### src/rtl/vdp_tmds_pkg.sv
// Shared TMDS definitions: control tokens, alignment state and symbol helpers.
// Used by both the transmit encoder and the receive decoder.
package vdp_tmds_pkg;

    localparam logic [9:0] TMDS_CTRL_00 = 10'h354;
    localparam logic [9:0] TMDS_CTRL_01 = 10'h0AB;
    localparam logic [9:0] TMDS_CTRL_10 = 10'h154;
    localparam logic [9:0] TMDS_CTRL_11 = 10'h2AB;

    typedef enum logic [0:0] {
        SEARCH = 1'b0,
        LOCKED = 1'b1
    } tmds_align_state_t;

    typedef struct packed {
        logic       de;
        logic [1:0] ctrl;
        logic [7:0] data;
    } tmds_sym_t;

    function automatic logic is_ctrl_token(input logic [9:0] sym);
        return (sym == TMDS_CTRL_00) || (sym == TMDS_CTRL_01) ||
               (sym == TMDS_CTRL_10) || (sym == TMDS_CTRL_11);
    endfunction

    function automatic logic [1:0] ctrl_code(input logic [9:0] sym);
        logic [1:0] code;
        code = 2'b00;
        unique case (1'b1)
            sym == TMDS_CTRL_01: code = 2'b01;
            sym == TMDS_CTRL_10: code = 2'b10;
            sym == TMDS_CTRL_11: code = 2'b11;
            default:             code = 2'b00;
        endcase
        return code;
    endfunction

endpackage

### src/rtl/tmds_symbol_decode.sv
// Combinational TMDS 10b symbol decode to {de, ctrl, data}.
// Control tokens give de=0 with their code; all else is pixel data.
module tmds_symbol_decode
    import vdp_tmds_pkg::*;
(
    input  logic [9:0] sym,
    output logic       de,
    output logic [1:0] ctrl,
    output logic [7:0] data
);

    logic [7:0] d;
    logic [7:0] x;
    logic [7:0] q;

    // Undo the optional inversion, then undo the XOR/XNOR chain.
    assign d = sym[9] ? ~sym[7:0] : sym[7:0];
    assign x = d ^ {d[6:0], 1'b0};
    assign q = sym[8] ? x : {~x[7:1], x[0]};

    always_comb begin
        de   = 1'b1;
        ctrl = 2'b00;
        data = q;
        if (is_ctrl_token(sym)) begin
            de   = 1'b0;
            ctrl = ctrl_code(sym);
            data = 8'h00;
        end
    end

endmodule

### src/rtl/tmds_rx_decoder.sv
// One TMDS receive channel: bit-slip word alignment on control-token runs.
// Define TMDS_LOCK_STATS_EN to add lock_loss_cnt and slip_cnt outputs.
module tmds_rx_decoder
    import vdp_tmds_pkg::*;
#(
    parameter int LOCK_RUN     = 16,
    parameter int SLIP_TIMEOUT = 2048,
    parameter int LOST_TIMEOUT = 4096
) (
    input  logic       clk_pix,
    input  logic       rst_pix,
    input  logic [9:0] sym_raw,
    output logic [7:0] data,
    output logic       de,
    output logic [1:0] ctrl,
    output logic       locked,
    output logic [3:0] offset
`ifdef TMDS_LOCK_STATS_EN
    ,
    output logic [7:0] lock_loss_cnt,
    output logic [7:0] slip_cnt
`endif
);

    localparam int RUN_W  = $clog2(LOCK_RUN + 1);
    localparam int MISS_W = $clog2(SLIP_TIMEOUT + 1);
    localparam int WD_W   = $clog2(LOST_TIMEOUT + 1);

    logic [9:0]  r0;
    logic [9:0]  sym_al;
    logic [9:0]  aligned;
    logic [19:0] window;

    tmds_align_state_t state;
    tmds_align_state_t state_n;

    logic [RUN_W-1:0]  run;
    logic [RUN_W-1:0]  run_n;
    logic [MISS_W-1:0] miss;
    logic [MISS_W-1:0] miss_n;
    logic [WD_W-1:0]   wd;
    logic [WD_W-1:0]   wd_n;
    logic [3:0]        offset_n;

    logic       dec_de;
    logic [1:0] dec_ctrl;
    logic [7:0] dec_data;
    logic       tok;

    tmds_sym_t out_n;

    // Older word sits in the low half so bit 0 is the earliest received.
    assign window  = {sym_raw, r0};
    assign aligned = window[{1'b0, offset} +: 10];

    always_ff @(posedge clk_pix or posedge rst_pix) begin
        if (rst_pix) begin
            r0     <= '0;
            sym_al <= '0;
        end else begin
            r0     <= sym_raw;
            sym_al <= aligned;
        end
    end

    tmds_symbol_decode u_dec (
        .sym  (sym_al),
        .de   (dec_de),
        .ctrl (dec_ctrl),
        .data (dec_data)
    );

    assign tok = ~dec_de;

    always_ff @(posedge clk_pix or posedge rst_pix) begin
        if (rst_pix) begin
            state  <= SEARCH;
            run    <= '0;
            miss   <= '0;
            wd     <= '0;
            offset <= '0;
        end else begin
            state  <= state_n;
            run    <= run_n;
            miss   <= miss_n;
            wd     <= wd_n;
            offset <= offset_n;
        end
    end

    always_comb begin
        state_n  = state;
        run_n    = run;
        miss_n   = miss;
        wd_n     = wd;
        offset_n = offset;
        unique case (state)
            SEARCH: begin
                if (tok) begin
                    run_n = run + RUN_W'(1);
                end else begin
                    run_n  = '0;
                    miss_n = miss + MISS_W'(1);
                end
                // Lock takes priority over a slip on the same cycle.
                if (run_n == RUN_W'(LOCK_RUN)) begin
                    state_n = LOCKED;
                    wd_n    = '0;
                end else if (miss_n == MISS_W'(SLIP_TIMEOUT)) begin
                    offset_n = (offset == 4'd9) ? 4'd0 : offset + 4'd1;
                    run_n    = '0;
                    miss_n   = '0;
                end
            end
            LOCKED: begin
                wd_n = tok ? '0 : wd + WD_W'(1);
                if (wd_n == WD_W'(LOST_TIMEOUT)) begin
                    state_n = SEARCH;
                    run_n   = '0;
                    miss_n  = '0;
                end
            end
        endcase
    end

    // Gate on the next state so the drop cycle already shows de=0.
    always_comb begin
        out_n      = '0;
        out_n.ctrl = 2'b00;
        if (state_n == LOCKED) begin
            if (tok) begin
                out_n.ctrl = dec_ctrl;
            end else begin
                out_n.de   = 1'b1;
                out_n.data = dec_data;
                out_n.ctrl = ctrl;
            end
        end
    end

    always_ff @(posedge clk_pix or posedge rst_pix) begin
        if (rst_pix) begin
            data <= '0;
            de   <= 1'b0;
            ctrl <= '0;
        end else begin
            data <= out_n.data;
            de   <= out_n.de;
            ctrl <= out_n.ctrl;
        end
    end

    assign locked = (state == LOCKED);

`ifdef TMDS_LOCK_STATS_EN
    always_ff @(posedge clk_pix or posedge rst_pix) begin
        if (rst_pix) begin
            lock_loss_cnt <= '0;
            slip_cnt      <= '0;
        end else begin
            if (state == LOCKED && state_n == SEARCH &&
                lock_loss_cnt != 8'hFF) begin
                lock_loss_cnt <= lock_loss_cnt + 8'd1;
            end
            if (offset_n != offset && slip_cnt != 8'hFF) begin
                slip_cnt <= slip_cnt + 8'd1;
            end
        end
    end
`endif

endmodule

### config.mk
export PLATFORM = sky130hd
export DESIGN_NAME = tmds_rx_decoder
export DESIGN_NICKNAME = d
export VERILOG_FILES = /design/src/rtl/vdp_tmds_pkg.sv /design/src/rtl/tmds_symbol_decode.sv /design/src/rtl/tmds_rx_decoder.sv
export SDC_FILE = /design/constraint.sdc
export NUM_CORES = 1
export LEC_CHECK = 0
export BUFFER_PORTS_ARGS = -buffer_cell sky130_fd_sc_hd__clkbuf_2
export CORE_ASPECT_RATIO = 1.25
export CORE_MARGIN = 4
export CORE_UTILIZATION = 40
export CTS_CLUSTER_SIZE = 24
export DETAILED_ROUTE_END_ITERATION = 10
export SYNTH_ARGS = -nofsm -noshare
export SYNTH_HDL_FRONTEND = slang
export SYNTH_SLANG_ARGS = --single-unit
### constraint.sdc
create_clock -name clk_pix -period 8.33 [get_ports clk_pix]
set_clock_uncertainty 0.2 [all_clocks]
set_input_delay 1.666 -clock clk_pix [delete_from_list [all_inputs] [get_ports clk_pix]]
set_output_delay 1.666 -clock clk_pix [all_outputs]
set_load 0.01 [all_outputs]
# Yosys cells after proc, flatten, opt, wreduce, memory -nomap -nowiden
# Cells that the tools add are included.
[op_classes] eq_ne=11 n_addsub=4 n_reduce_logical=4 bitwise=5 n_mux=26 shifts=1
[ops] operator="2-to-1 mux 12 bit" n=5
[ops] operator="2-to-1 mux 13 bit" n=2
[ops] operator="case mux 13 bit (2 select lines)" n=1
[ops] operator="2-to-1 mux 5 bit" n=5
[ops] operator="2-to-1 mux 8 bit" n=3
[ops] operator="case mux 12 bit (2 select lines)" n=1
[ops] operator="== test 10 bit, second input constant" n=2
[ops] operator="variable part select 20 x 5 -> 10 bit" n=1
[ops] operator="adder 13 x 1 -> 13 bit, second input constant" n=1
[ops] operator="== test 13 bit, second input constant" n=1
[ops] operator="adder 12 x 1 -> 12 bit, second input constant" n=1
[ops] operator="== test 12 bit, second input constant" n=1
[ops] operator="2-to-1 mux 11 bit" n=1
[ops] operator="== test 10 x 8 -> 1 bit, second input constant" n=1
[ops] operator="== test 10 x 9 -> 1 bit, second input constant" n=1
[ops] operator="case mux 5 bit (2 select lines)" n=1
[ops] operator="inverter 8 bit" n=1
[ops] operator="XOR 8 bit" n=1
[ops] operator="inverter 7 bit" n=1
[ops] operator="case mux 2 bit (3 select lines)" n=1
[ops] operator="adder 5 x 1 -> 5 bit, second input constant" n=1
[ops] operator="== test 5 bit, second input constant" n=1
[ops] operator="adder 4 x 1 -> 4 bit, second input constant" n=1
[ops] operator="== test 4 bit, second input constant" n=1
[ops] operator="other kinds (9)" n=15
[word_totals] reg_bits=66 in_bits=12 wordCells=61 output_inout_bits=16

# Depth between registers and ports, before layout
# Gate-level depths: netlist of the first run.
[logic_depth] word_depth=10 ltp_mapped=11 depth_no_buf=10

# Modules after synthesis
# A second synthesis of the first run with hierarchy kept.
[unflattened] hier_cells=399 hier_area_um2=4174.0
[modules_own_cells] mod="tmds_rx_decoder" area_per_inst_um2=3774.9 n_inst=1 cells_per_inst=355
[modules_own_cells] mod="tmds_symbol_decode" area_per_inst_um2=399.1 n_inst=1 cells_per_inst=44

# Least setup slack after synthesis of the first run
# No wires, ideal clock.
[synth_path] kind="input to register" startpoint="in sym_raw[4]" endpoint="reg sym_al[3]" path_slack_ns=5.425 cell_stages=2 n_path_buf=0 arrival_ns=2.567 cell_sequence="mux4_2 -> mux4_2"
[synth_via] elab_chain_len=1
[synth_rtl] element="start: declaration" line_no="tmds_rx_decoder.sv:12" source="input logic [9:0] sym_raw,"
[synth_rtl] element="variable part select 20 x 5 -> 10 bit" line_no="tmds_rx_decoder.sv:54" source="assign aligned = window[{1'b0, offset} +: 10];"
[synth_rtl] element="net aligned[3]" line_no="tmds_rx_decoder.sv:31" source="logic [9:0] aligned;"
[synth_rtl] element="end signal: assignment" line_no="tmds_rx_decoder.sv:62" source="sym_al <= aligned;"
[synth_rtl] element="end: declaration" line_no="tmds_rx_decoder.sv:30" source="logic [9:0] sym_al;"
# The timed path passes the listed nets, and every way through them passes these cells.
# A chain may end at the register's enable or synchronous reset.

# Worst setup path after layout of the first run
[layout_path] startpoint="reg offset[1]" endpoint="out offset[1]"
[layout_lines] element="start: declaration" line_no="tmds_rx_decoder.sv:17" source="output logic [3:0] offset"
[layout_lines] element="start signal: assignment" line_no="tmds_rx_decoder.sv:87" source="offset <= offset_n;"
# No word-level cell between the ends.

==> impl_metrics.ini, run 1 <==
[clock_network]
clk_pin_slew_ns = 0.05
number_of_instances_resized_during_post_cts_repair = 0
htreeDepth = 3
cts_tree = yes
clock-root-buffer = clkbuf_16
post-cts-setup-buffers = 0
cts_sinks = 66
clock_tree.buffer_depth = 2
tritoncts.num_buffers = 9
holdBufCountCts = 0
clock_latency_on_the_worst_skew_pair_ns = 0.33

[critical_path]
crit_type = register to primary output
worst_r2r_path_depth = 8
timing.critical_path.slowest_stage_cell = dfrtp_1
critPathCaptureType = primary output
critical-path-max-stage-delay_ns = 1.01
r2r_slack_ns = 5.20
critical_path_buf_inv_count = 1
r2r_start = wd[2]$_DFFE_PP0P_
path_cells = clkbuf_2
worst_path_maximum_fanout = 28
worstPathRequired_ns = 6.46
startpoint_type = register
crit_family = flip-flops
critical_path_arrival_ns = 1.62
worstReg2RegEnd = miss[9]$_DFFE_PP0P_

[die]
dieWidth_um = 98.0
die_ar_um2 = 11800
die_y_um = 120
placementRows = 40
initial_core_utilization = 0.415
design.core.area_um2 = 9760
pin_count = 28

[power]
p_per_area_nw_per_um2 = 207
report.power.total_uw = 952
p_leak_uw = 0.00198
peakVddDrop_uv = 143

[global_route]
grt_antenna_before_repair = 0
global_router_s_overall_resource_usage = 0.158
grt_start_max_net_pins = 67
first_global_vias = 3081
grt_pass1_wl_um = 15100
globalRoute.totalOverflow = 0

[sta]
period_minus_slack_ns = 3.48
rsz0062_at_grt = no
maxClockFrequency_mhz = 287
min_period_over_period = 0.418
tns_ns = 0
setup_viol = 0
max_slew_margin = 0.316
finalHoldViolations = 0
timing.final.max_slew_violations = 0
worst_slew_pin_slew_ns = 1.03

[placed_design]
number_of_buffers_added_on_ports = 27
final_replace_weighted_congestion = 0.828
place.detailed.hpwl_um = 6120
numPlacedInstances = 545

[yosys]
synth-warning-count = 0
synth_area_um2 = 4050
async_flop_share = 1.00
post_synthesis_sequential_area_ratio = 0.408
synth.distinct_cells = 61
synth_register_bits = 66
netlist_instances = 415
synthesis.nets = 436
synth.area.top_cells = dfrtp_1, mux4_2, o21ai_0
most_instantiated_cells_after_synthesis = dfrtp_1, o21ai_0, nand2_1
synth_largest_area_cell = dfrtp_1
synth_edf_count = 0
ys.flop_type = dfrtp_1
area_share_of_the_leading_cell_type_in_the_synthesized_netlist = 0.408
synth.avg_cell_area_um2 = 9.75
synth_most_common_cell = dfrtp_1

[route]
number_of_design_rule_violations_left_by_the_first_detailed_router_iteration = 134
vias = 3096
wire_per_inst_um = 15.2
antenna_violating_nets_post_route = 0
remaining_design_rule_violation_count = 0
wl_um = 8530
via_to_cell_ratio = 5.53
drt_first_pass_iters = 4

[hold_path]
hold_path_class = register to register
hp-start = wd[12]$_DFFE_PP0P_
min_path_cells = 1
hold_critical_path_endpoint = wd[12]$_DFFE_PP0P_

[layout]
seq_area_um2 = 1650
post_route_cells_drive_above_1_share = 0.168
final_cell_count_no_fill = 560
fillers = 906
multi_input_comb_area_um2 = 2220
area_delta_synth_final_pct = 13.4
antenna_cells = 0
design.final.nets = 451

[status]
run_status = complete, no violations

[job]
timing.max_cap.violations = 0
-- how the worst max path moves through the flow --
| stage | startpoint | slack [ns] | end | cells after the start |
|---|---|---|---|---|
| 6_report | offset[1]$_DFFE_PP0P_ | 4.85 | offset[1] | 1 |
| 5_1_grt | offset[1]$_DFFE_PP0P_ | 4.69 | offset[1] | 1 |
| 4_1_cts | offset[1]$_DFFE_PP0P_ | 4.82 | offset[1] | 1 |
| 3_5_place_dp | offset[1]$_DFFE_PP0P_ | 5.17 | offset[1] | 1 |
| 3_3_place_gp | offset[1]$_DFFE_PP0P_ | 5.20 | offset[1] | 1 |
| 2_1_floorplan | rst_pix | 4.81 | ctrl[0]$_DFFE_PP0P_ | 1 |
-- state kept, by name, summed over array words and instances, names as in the netlist --
| name | flops |
|---|---|
| wd | 13 |
| ctrl | 2 |
| r0 | 10 |
| data | 8 |
| offset | 4 |
| run | 5 |
| miss | 12 |
| de | 1 |
| locked | 1 |
| sym_al | 10 |
-- power breakdown --
part           leakage [uW]  internal, uW  total [uW]  switching (uW)
sequential         0.000859           344         380            35.9
combinational      0.000955          58.9         118            59.1
clock              0.000169           321         454             133
total               0.00198           724         952             228
-- placed cells by master (no fill, tap or decap), types with 11 or more instances in the layout --
cell type,Yosys,final
dfrtp_1,66,66
o21ai_0,38,38
nand2_1,34,34
nor2_1,32,32
clkbuf_2,1,27
nand3_1,23,23
xnor2_1,19,19
mux2i_1,17,17
inv_1,16,15
mux4_2,12,12
a21oi_1,11,11
-- worst register-to-register path: stages, from the launching register on --
cell and delay, ns:
dfrtp_1 0.45, nand3_1 0.17, nor3_1 0.53, mux2_2 0.41, a2bb2oi_1 0.14, or4b_4 0.51
a22o_4 0.31, o21ai_0 0.19, o41ai_1 0.09
-- metrics by stage --
step                      instance area, um^2   util  hold slack [ns]  setup slack, ns
after global placement                   4230  0.434            0.296             5.20
after detailed placement                 4230  0.434            0.316             5.17
final                                    4590  0.470            0.324             4.85
after floorplan                          4050      -            0.272             4.81
after CTS                                4590  0.470            0.327             4.82
after global routing                     4590  0.470            0.365             4.69
-- cell families (layout without fill, tap and decap cells) --
kind of cell             count (synthesis)  count (layout)  share of synthesized area
AO/OA/AOI/OAI                           90              90                      0.140
XOR/XNOR                                24              24                     0.0519
AND/OR/NAND/NOR                        152             152                      0.208
flip-flops                              66              66                      0.408
adder cells (fa/ha/maj)                  9               9                     0.0278
buffers and inverters                   41              60                     0.0442
multiplexers                            33              33                      0.120
-- routing by layer --
metal  routed length (um)  GRT usage
met1                 3690      0.199
met2                 4260      0.260
met3                  350     0.0260
met4                  222     0.0823
met5                    0          0
-- cell type report --
class,count,area share
inverters,17,0.0139
flip-flops and latches,66,0.360
clock buffers,10,0.0499
repair buffers,28,0.0311
clock inverters,5,0.0278
multi-input cells,308,0.483
well taps,126,0.0344
Power figures use the tool's default switching activity.
==> inputs of run 2 (changes only) <==
- clock period: 8.33 -> 2.91 ns (I/O delays scaled with it)
==> impl_metrics.ini, run 2 (synthesis results as in run 1) <==
[layout]
largest_register_ff_count = 13
top_regs = wd (13), miss (12)
final_cell_count_no_fill = 589
post_route_cells_drive_above_1_share = 0.233
design.final.nets = 479
layout_common_cells = dfrtp_1, o21ai_0, nand2_1
layout_commonest_cell = dfrtp_1
largest-register = wd
antenna_cells = 0
finalInstanceArea_um2 = 4790
area_delta_synth_final_pct = 18.4

[global_route]
grt_antenna_before_repair = 0
first_global_vias = 3290
grt_start_max_net_pins = 44
globalRoute.totalOverflow = 0
global_router_s_overall_resource_usage = 0.166
grt_pass1_wl_um = 16000

[job]
timing.max_cap.violations = 0

[critical_path]
crit_path_end = offset[3]$_DFFE_PP0P_
startpoint_type = register
crit_type = register to register
r2r_slack_ns = 0.09
worst_r2r_path_depth = 10
critical_path_arrival_ns = 2.82
worstReg2RegEnd = offset[3]$_DFFE_PP0P_
startpoint = sym_al[0]$_DFF_PP0_
critPathCaptureType = register
worstPathRequired_ns = 2.91
worst_path_maximum_fanout = 5
r2r_start = sym_al[0]$_DFF_PP0_

[hold_path]
hold_path_class = input pin to async pin

[die]
dieWidth_um = 98.0
placementRows = 40
initial_core_utilization = 0.415
die_ar_um2 = 11800
pin_count = 28
design.core.area_um2 = 9760
die_y_um = 120

[route]
maxUsedRoutingLayer = met4
wirelength_met1_um = 4090
wl_um = 9290
antenna_violating_nets_post_route = 0
vias = 3254
drt_first_pass_iters = 4
detailroute.wirelength.met2_um = 4790
wire_per_inst_um = 15.8
via_to_cell_ratio = 5.52
remaining_design_rule_violation_count = 0
number_of_design_rule_violations_left_by_the_first_detailed_router_iteration = 223
route.met3.wl_um = 242

[sta]
timing.final.max_slew_violations = 0
finalHoldViolations = 0
worst_slack_ns = 0.0924
final.hold.worst_slack_ns = 0.0737
max_slew_margin = 0.513
tns_ns = 0
setup_viol = 0
min_period_over_period = 0.968
worst_slew_pin_slew_ns = 0.731
maxClockFrequency_mhz = 355
period_minus_slack_ns = 2.82

[placed_design]
dpl_ws_ns = -0.0190
place.detailed.hpwl_um = 6880
final_replace_weighted_congestion = 0.853
number_of_buffers_added_on_ports = 27
post_dp_cell_area_um2 = 4420
numPlacedInstances = 568

[power]
netSwitchingFraction = 0.272
switching_power_uw = 679
p_leak_uw = 0.00209
pwr-share-clk = 0.415
power.combinational.fraction = 0.151
cell_internal_pwr_uw = 1820
seqPwrFrac = 0.434
p_per_area_nw_per_um2 = 522
peakVddDrop_uv = 279

[clock_network]
clock_latency_on_the_worst_skew_pair_ns = 0.33
tritoncts.num_buffers = 9
clock_tree.buffer_depth = 2
clock-root-buffer = clkbuf_16
cts_tree = yes
htreeDepth = 3
clk_pin_slew_ns = 0.06
holdBufCountCts = 0
cts_sinks = 66

[status]
run_status = complete, no violations
[run 2: how the worst min path moves through the flow]
stage	endpoint	slack, ns	cells past startpoint
after floorplan	wd[9]$_DFFE_PP0P_	0.27	1
after global placement	wd[9]$_DFFE_PP0P_	0.30	1
after detailed placement	wd[12]$_DFFE_PP0P_	0.32	1
after CTS	data[0]$_DFF_PP0_	0.1	2
after global routing	data[0]$_DFF_PP0_	0.12	2
final	data[0]$_DFF_PP0_	0.07	2
[run 2: through the flow]
stage	util	total power, uW
floorplan	-	1370
global placement	0.453	1460
detailed placement	0.453	1470
CTS	0.483	2510
global route	0.491	2630
finish	0.491	2500
[run 2: routing by layer]
layer,vias to the layer above,GRT usage
met4,0,0.0710
met2,46,0.286
met5,-,0
met1,1611,0.206
li1,1584,-
met3,13,0.0265
[run 2: repair_timing]
action | in CTS | in global routing
gates cloned | 0 | 0
endpoints found under the setup margin | 4 | 12
hold endpoints to repair | 0 | 0
pin swaps | 0 | 7
setup buffers | 0 | 5
gates resized for setup | 1 | 9
[run 2: cell type report]
type / instances / area (um^2)
Sequential cell: 66 / 1650
Fill cell: 939 / 4970
Clock inverter: 3 / 22.5
Clock buffer: 13 / 270
Timing Repair Buffer: 56 / 365
Inverter: 17 / 63.8
Multi-Input combinational cell: 308 / 2260
Tap cell: 126 / 158
[run 2: power by group through the flow]
stage	logic, uW	registers, uW	clock network, uW
floorplan	324	1040	0
global placement	361	1100	0
detailed placement	366	1100	0
CTS	370	1080	1060
global route	424	1100	1100
finish	378	1090	1040
[run 2: critical path, stage by stage, from the launching register on]
cell and delay (ns):
dfrtp_1 0.40, inv_1 0.07, ha_1 0.13, and4b_1 0.21, and3_2 0.30, nor3_4 0.08
or4_4 0.45, a211oi_4 0.39, nand4_4 0.17, o21ai_1 0.21, o211ai_1 0.10
